$ cat config.mk
export PLATFORM = sky130hd
export DESIGN_NAME = min_gen
export DESIGN_NICKNAME = d
export VERILOG_FILES = /design/src/rtl/min_gen.sv
export SDC_FILE = /design/constraint.sdc
export NUM_CORES = 1
export LEC_CHECK = 0
export ABC_AREA = 1
export CAP_MARGIN = 20
export CORE_UTILIZATION = 60
export CTS_BUF_LIST = sky130_fd_sc_hd__clkbuf_4 sky130_fd_sc_hd__clkbuf_8
export CTS_CLUSTER_DIAMETER = 80
export DETAILED_ROUTE_END_ITERATION = 10
export DONT_BUFFER_PORTS = 1
export GPL_ROUTABILITY_DRIVEN = 0
export PLACE_DENSITY = 0.79
export SLEW_MARGIN = 10
export SYNTH_ARGS = -nofsm -noshare
export SYNTH_HDL_FRONTEND = slang
export SYNTH_SLANG_ARGS = --single-unit
export TNS_END_PERCENT = 50
$ cat constraint.sdc
create_clock -name clk -period 1.7 [get_ports clk]
set_input_delay 0.17 -clock clk [delete_from_list [all_inputs] [get_ports clk]]
set_output_delay 0.17 -clock clk [all_outputs]
set_load 0.01 [all_outputs]
$ cat src/rtl/min_gen.sv
// Seconds/minutes timekeeper feeding hour_gen: counts sec_tic into sec/min, pulses
// min_tic on each run-mode minute wrap, and lets a push button advance minutes in set mode.
module min_gen #(
  parameter int P_SEC_BIT    = 6,
  parameter int P_MIN_BIT    = 6,
  parameter int P_RPT_DELAY  = 50000000,
  parameter int P_RPT_PERIOD = 10000000,
  parameter int P_CNT_BIT    = 32
) (
  input  logic                 clk,
  input  logic                 reset_n,
  input  logic                 reset_m,
  input  logic                 reset_all,
  input  logic                 sec_tic,
  input  logic                 set_en,
  input  logic                 inc_btn,
  output logic [P_SEC_BIT-1:0] sec,
  output logic [P_MIN_BIT-1:0] min,
  output logic                 min_tic
);

  typedef enum logic [1:0] {
    IDLE   = 2'd0,
    DELAY  = 2'd1,
    REPEAT = 2'd2
  } btn_state_t;

  localparam logic [P_SEC_BIT-1:0] SEC_LAST    = P_SEC_BIT'(59);
  localparam logic [P_MIN_BIT-1:0] MIN_LAST    = P_MIN_BIT'(59);
  localparam logic [P_CNT_BIT-1:0] DELAY_LAST  = P_CNT_BIT'(P_RPT_DELAY - 1);
  localparam logic [P_CNT_BIT-1:0] PERIOD_LAST = P_CNT_BIT'(P_RPT_PERIOD - 1);

  function automatic logic [P_MIN_BIT-1:0] min_step(input logic [P_MIN_BIT-1:0] m);
    return (m == MIN_LAST) ? '0 : m + P_MIN_BIT'(1);
  endfunction

  function automatic logic [P_SEC_BIT-1:0] sec_step(input logic [P_SEC_BIT-1:0] s);
    return (s == SEC_LAST) ? '0 : s + P_SEC_BIT'(1);
  endfunction

  logic                 btn_meta;
  logic                 btn_s;
  btn_state_t           state;
  btn_state_t           state_nxt;
  logic [P_CNT_BIT-1:0] rpt_cnt;
  logic [P_CNT_BIT-1:0] rpt_cnt_nxt;
  logic                 inc;
  logic [P_SEC_BIT-1:0] sec_nxt;
  logic [P_MIN_BIT-1:0] min_nxt;
  logic                 min_tic_nxt;
  logic                 sec_wrap;

  // Button synchronizer: runs in every mode so btn_s is already settled on entering set mode
  always_ff @(posedge clk or negedge reset_n) begin
    if (!reset_n) begin
      btn_meta <= 1'b0;
      btn_s    <= 1'b0;
    end else begin
      btn_meta <= inc_btn;
      btn_s    <= btn_meta;
    end
  end

  always_ff @(posedge clk or negedge reset_n) begin
    if (!reset_n) begin
      state   <= IDLE;
      rpt_cnt <= '0;
    end else begin
      state   <= state_nxt;
      rpt_cnt <= rpt_cnt_nxt;
    end
  end

  always_comb begin
    state_nxt   = state;
    rpt_cnt_nxt = rpt_cnt;
    inc         = 1'b0;
    if (reset_all || !set_en) begin
      state_nxt   = IDLE;
      rpt_cnt_nxt = '0;
    end else begin
      case (state)
        IDLE: begin
          if (btn_s) begin
            inc         = 1'b1;
            rpt_cnt_nxt = '0;
            state_nxt   = DELAY;
          end
        end
        DELAY: begin
          if (!btn_s) begin
            state_nxt   = IDLE;
            rpt_cnt_nxt = '0;
          end else if (rpt_cnt == DELAY_LAST) begin
            inc         = 1'b1;
            rpt_cnt_nxt = '0;
            state_nxt   = REPEAT;
          end else begin
            rpt_cnt_nxt = rpt_cnt + P_CNT_BIT'(1);
          end
        end
        REPEAT: begin
          if (!btn_s) begin
            state_nxt   = IDLE;
            rpt_cnt_nxt = '0;
          end else if (rpt_cnt == PERIOD_LAST) begin
            inc         = 1'b1;
            rpt_cnt_nxt = '0;
          end else begin
            rpt_cnt_nxt = rpt_cnt + P_CNT_BIT'(1);
          end
        end
        default: begin
          state_nxt   = IDLE;
          rpt_cnt_nxt = '0;
        end
      endcase
    end
  end

  assign sec_wrap = sec_tic && (sec == SEC_LAST);

  // Time counters: reset_all > reset_m > set mode > run; set mode swallows any pending wrap
  always_comb begin
    sec_nxt     = sec;
    min_nxt     = min;
    min_tic_nxt = 1'b0;
    if (reset_all) begin
      sec_nxt = '0;
      min_nxt = '0;
    end else begin
      if (set_en) begin
        sec_nxt = '0;
      end else if (sec_tic) begin
        sec_nxt = sec_step(sec);
      end

      if (reset_m) begin
        min_nxt = '0;
      end else if (set_en) begin
        if (inc) begin
          min_nxt = min_step(min);
        end
      end else if (sec_wrap) begin
        min_nxt     = min_step(min);
        min_tic_nxt = (min == MIN_LAST);
      end
    end
  end

  always_ff @(posedge clk or negedge reset_n) begin
    if (!reset_n) begin
      sec     <= '0;
      min     <= '0;
      min_tic <= 1'b0;
    end else begin
      sec     <= sec_nxt;
      min     <= min_nxt;
      min_tic <= min_tic_nxt;
    end
  end

endmodule

==> results by group <==
Setup path
  • R2R cell count: 12
  • Crit path DAT: just under 2 ns
  • WP data required: ~1.9 ns
  • Worst path cell trace: inv_1, nand2_1, nor2_2, nand2_1, nor2_1, nand2_1, nand2_2, o21ai_4, a21oi_4, buf_4, buf_12, nor2_1
  • RR Startpoint: rpt_cnt[29]
  • Critical path class: reg -> reg
  • Crit end category: flop
  • Worst-path fanout max: 8
  • Crit start category: flop
  • CP max stage delay: 0.40 ns
  • R2R Path End: rpt_cnt[4]
  • Worst R2R Setup Slack: -0.08 ns
  • Cell mode on critical path: nand2_1
  • CP max-delay cell: dfrtp_1

Placement
  • Placed cells: approximately 580
  • Pre-CTS WS: -0.113 ns
  • Hpwl dp: about 6100 um
  • Post-DP Area: between 0.003 and 0.004 mm2
  • Port Buffers: 0

STA
  • Final setup fails: 22
  • Fmax: around 0.56 GHz
  • Fin crit period: 1.78 ns
  • Count of pins over their slew limit: 0
  • Fin Hold WS: approximately 0.0081 ns
  • Relative slew slack: 0.729
  • Fin. Hold Viols: 0
  • Clock skew: around 0.009 ns
  • RSZ-0062 raised after global routing: yes
  • Least-Margin Pin Slew: approximately 0.40 ns
  • Fin crit share: 1.05
  • Setup WS post-layout: -0.0774 ns

Power and ir drop
  • NetSw: between 500 and 600 uW
  • LEAKAGE: 1.86 nW
  • Power per Cell Area: about 540 mW/mm2
  • Seq pwr share: 0.531
  • Cell-internal power: about 1.7 mW
  • Net Sw Frac: 0.242
  • Comb pwr share: 0.087
  • Total power: approximately 2.2 mW
  • Peak supply drop: 0.497 mV
  • Clock group share of total power: 0.383

Synth
  • Cells after Synth: ~460
  • Async SR Flop Fraction: 1.00
  • Synth Area in Adders: 0.0312
  • Total number of yosys warnings: 0
  • Compound-Gate Fraction of Synth Area: 0.0488
  • Largest family of logic cells by synthesized area: simple AND/OR/NAND/NOR gates
  • Mapped Area: between 0.003 and 0.004 mm2
  • Mux contribution to synthesized area: 0.00312
  • #FFs+latches synth: between 40 and 50
  • EDFF count, synth: 0
  • Syn avg cell area: roughly 7.1 um2
  • Synth unique cells: 29
  • Syn_nets: 470
  • Ys flop type: dfrtp_1
  • Simple-Gate Fraction of Synth Area: 0.392
  • Sequential area share after synthesis: 0.382
  • Synth Area in XOR/XNOR: 0.0601

Clock network
  • CTS Buffer Depth: 2
  • H-tree levels: 2
  • CTS Sinks: 49
  • CTS tree: yes
  • Clk_lat worst skew: about 0.31 ns
  • CTS Buf Count: 5
  • Clk root buf: clkbuf_8
  • Clock-pin slew on the worst setup and hold paths: ~0.090 ns

Die
  • CORE AREA: between 0.005 and 0.006 mm2
  • Die Width: 75.1 um
  • Initial cell density of the core: 0.624
  • Io pins: 20
  • # rows: 26
  • Die Ht: ~75 um
  • Die area: approximately 0.0056 mm2

Global routing
  • Vias in the first global route: approximately 3,200
  • GR Util All Layers: 0.324
  • GRT overflow: 0
  • First-pass GRT wire length: roughly 14,000 um
  • Largest net degree at the start of global routing: 50
  • Initial antenna violation count: 0

Routing
  • Drt first-iter violations: about 280
  • Vias: ~3,300
  • Antenna Violating Nets Remaining: 0
  • Wirelength per Cell: between 10 and 15 um
  • Pre-antenna DRT Iters: 5
  • Routed wire length: a little under 9000 um
  • Routed vias/inst: about 5.5
  • Drt drc: 0

Worst hold path
  • Hold Path End: min[2]
  • Hold path cells: 3
  • Hold Crit Start: reset_m
  • HP Class: in -> reg

Status
  • Failing checks: setup timing
  • Status: finished with violations

Final layout
  • Finished Layout Cells: 600
  • Most frequent cells in the layout: nand2_1, nor2_1, buf_4
  • Area growth, synth to finish: 29.1%
  • Final Instance Area: approximately 0.0041 mm2
  • Antenna cell count: 0
  • Commonest non-fill, non-tap cell in the layout: nand2_1
  • Nets: roughly 540
  • Layout cells sized above 1: 0.260

Run
  • MaxCap Viol Count: 0
power groups by stage:
stage	Combinational [mW]	Clock, mW	Sequential (mW)
after floorplan	0.0847	0	1.21
after CTS	0.187	0.859	1.18
final	0.194	0.852	1.18
after detailed placement	0.137	0	1.21
after global placement	0.132	0	1.20
after global routing	0.212	0.903	1.18
metal layers:
| layer | vias up | global-route usage | routed length (um) |
|---|---|---|---|
| li1 | 1590 | - | - |
| met1 | 1531 | 0.364 | 3480 |
| met2 | 128 | 0.599 | 4440 |
| met3 | 34 | 0.0589 | 421 |
| met4 | 0 | 0.134 | 325 |
| met5 | - | 0 | 0 |
worst max path at each step:
stage,end,start,slack (ns)
2_1_floorplan,rpt_cnt[8],rpt_cnt[0],0.0004
4_1_cts,rpt_cnt[19],rpt_cnt[0],-0.04
3_3_place_gp,rpt_cnt[25],rpt_cnt[1],-0.08
5_1_grt,rpt_cnt[4],rpt_cnt[4],-0.22
3_5_place_dp,rpt_cnt[25],rpt_cnt[0],-0.11
6_report,rpt_cnt[4],rpt_cnt[29],-0.08
metrics by stage:
step                 util  TNS, ns
detailed placement  0.726    -2.32
CTS                 0.782   -0.464
global route        0.806    -6.04
finish              0.806   -0.965
floorplan               -        0
global placement    0.726   -0.315
logic make-up (layout without fill, tap and decap cells):
logic type,count (synthesis),count (layout)
buf+inv,65,140
fa+ha+maj,8,8
compound gates,27,27
simple gates,283,283
xor+xnor,22,22
mux,1,1
flops,49,49
synth_stat cells, drive strengths merged, types with 2 or more instances:
| library cell | number | share of area |
|---|---|---|
| nor4 | 6 | 0.012 |
| xnor2 | 2 | 0.0055 |
| ha | 8 | 0.031 |
| nand2 | 121 | 0.15 |
| nor2 | 85 | 0.11 |
| dfrtp | 49 | 0.38 |
| o21ai | 16 | 0.026 |
| xor2 | 20 | 0.055 |
| a21oi | 7 | 0.014 |
| nand3 | 35 | 0.055 |
| nand4 | 12 | 0.023 |
| buf | 6 | 0.013 |
| inv | 59 | 0.069 |
| o22ai | 2 | 0.0039 |
| nor3 | 22 | 0.046 |
area by class of cell:
cell class,instances,area [um2]
flip-flops and latches,49,1230
fillers,362,997
well taps,70,87.6
clock buffers,5,68.8
inverters,59,221
clock inverters,3,43.8
multi-input cells,341,1880
repair buffers,73,613
flip-flops by register name, summed over array words and instances, names as in the netlist:
signal	flops
btn_s	1
min_tic	1
sec	6
min	6
btn_meta	1
rpt_cnt	32
state	2
what timing repair did:
item,CTS,global route
endpoints found under the setup margin,34,40
resized for setup,9,39
pin swaps,3,13
setup buffers,9,4
gates cloned,1,0
hold buffers,3,0
hold endpoints to repair,50,0
critical path, delay by kind of cell (launching register included):
kind | cells | cell delay (ns)
buffers and inverters | 3 | 0.34
AND/OR/NAND/NOR | 7 | 0.67
AO/OA/AOI/OAI | 2 | 0.24
flip-flops | 1 | 0.40
(Power assumes the default switching activity.)
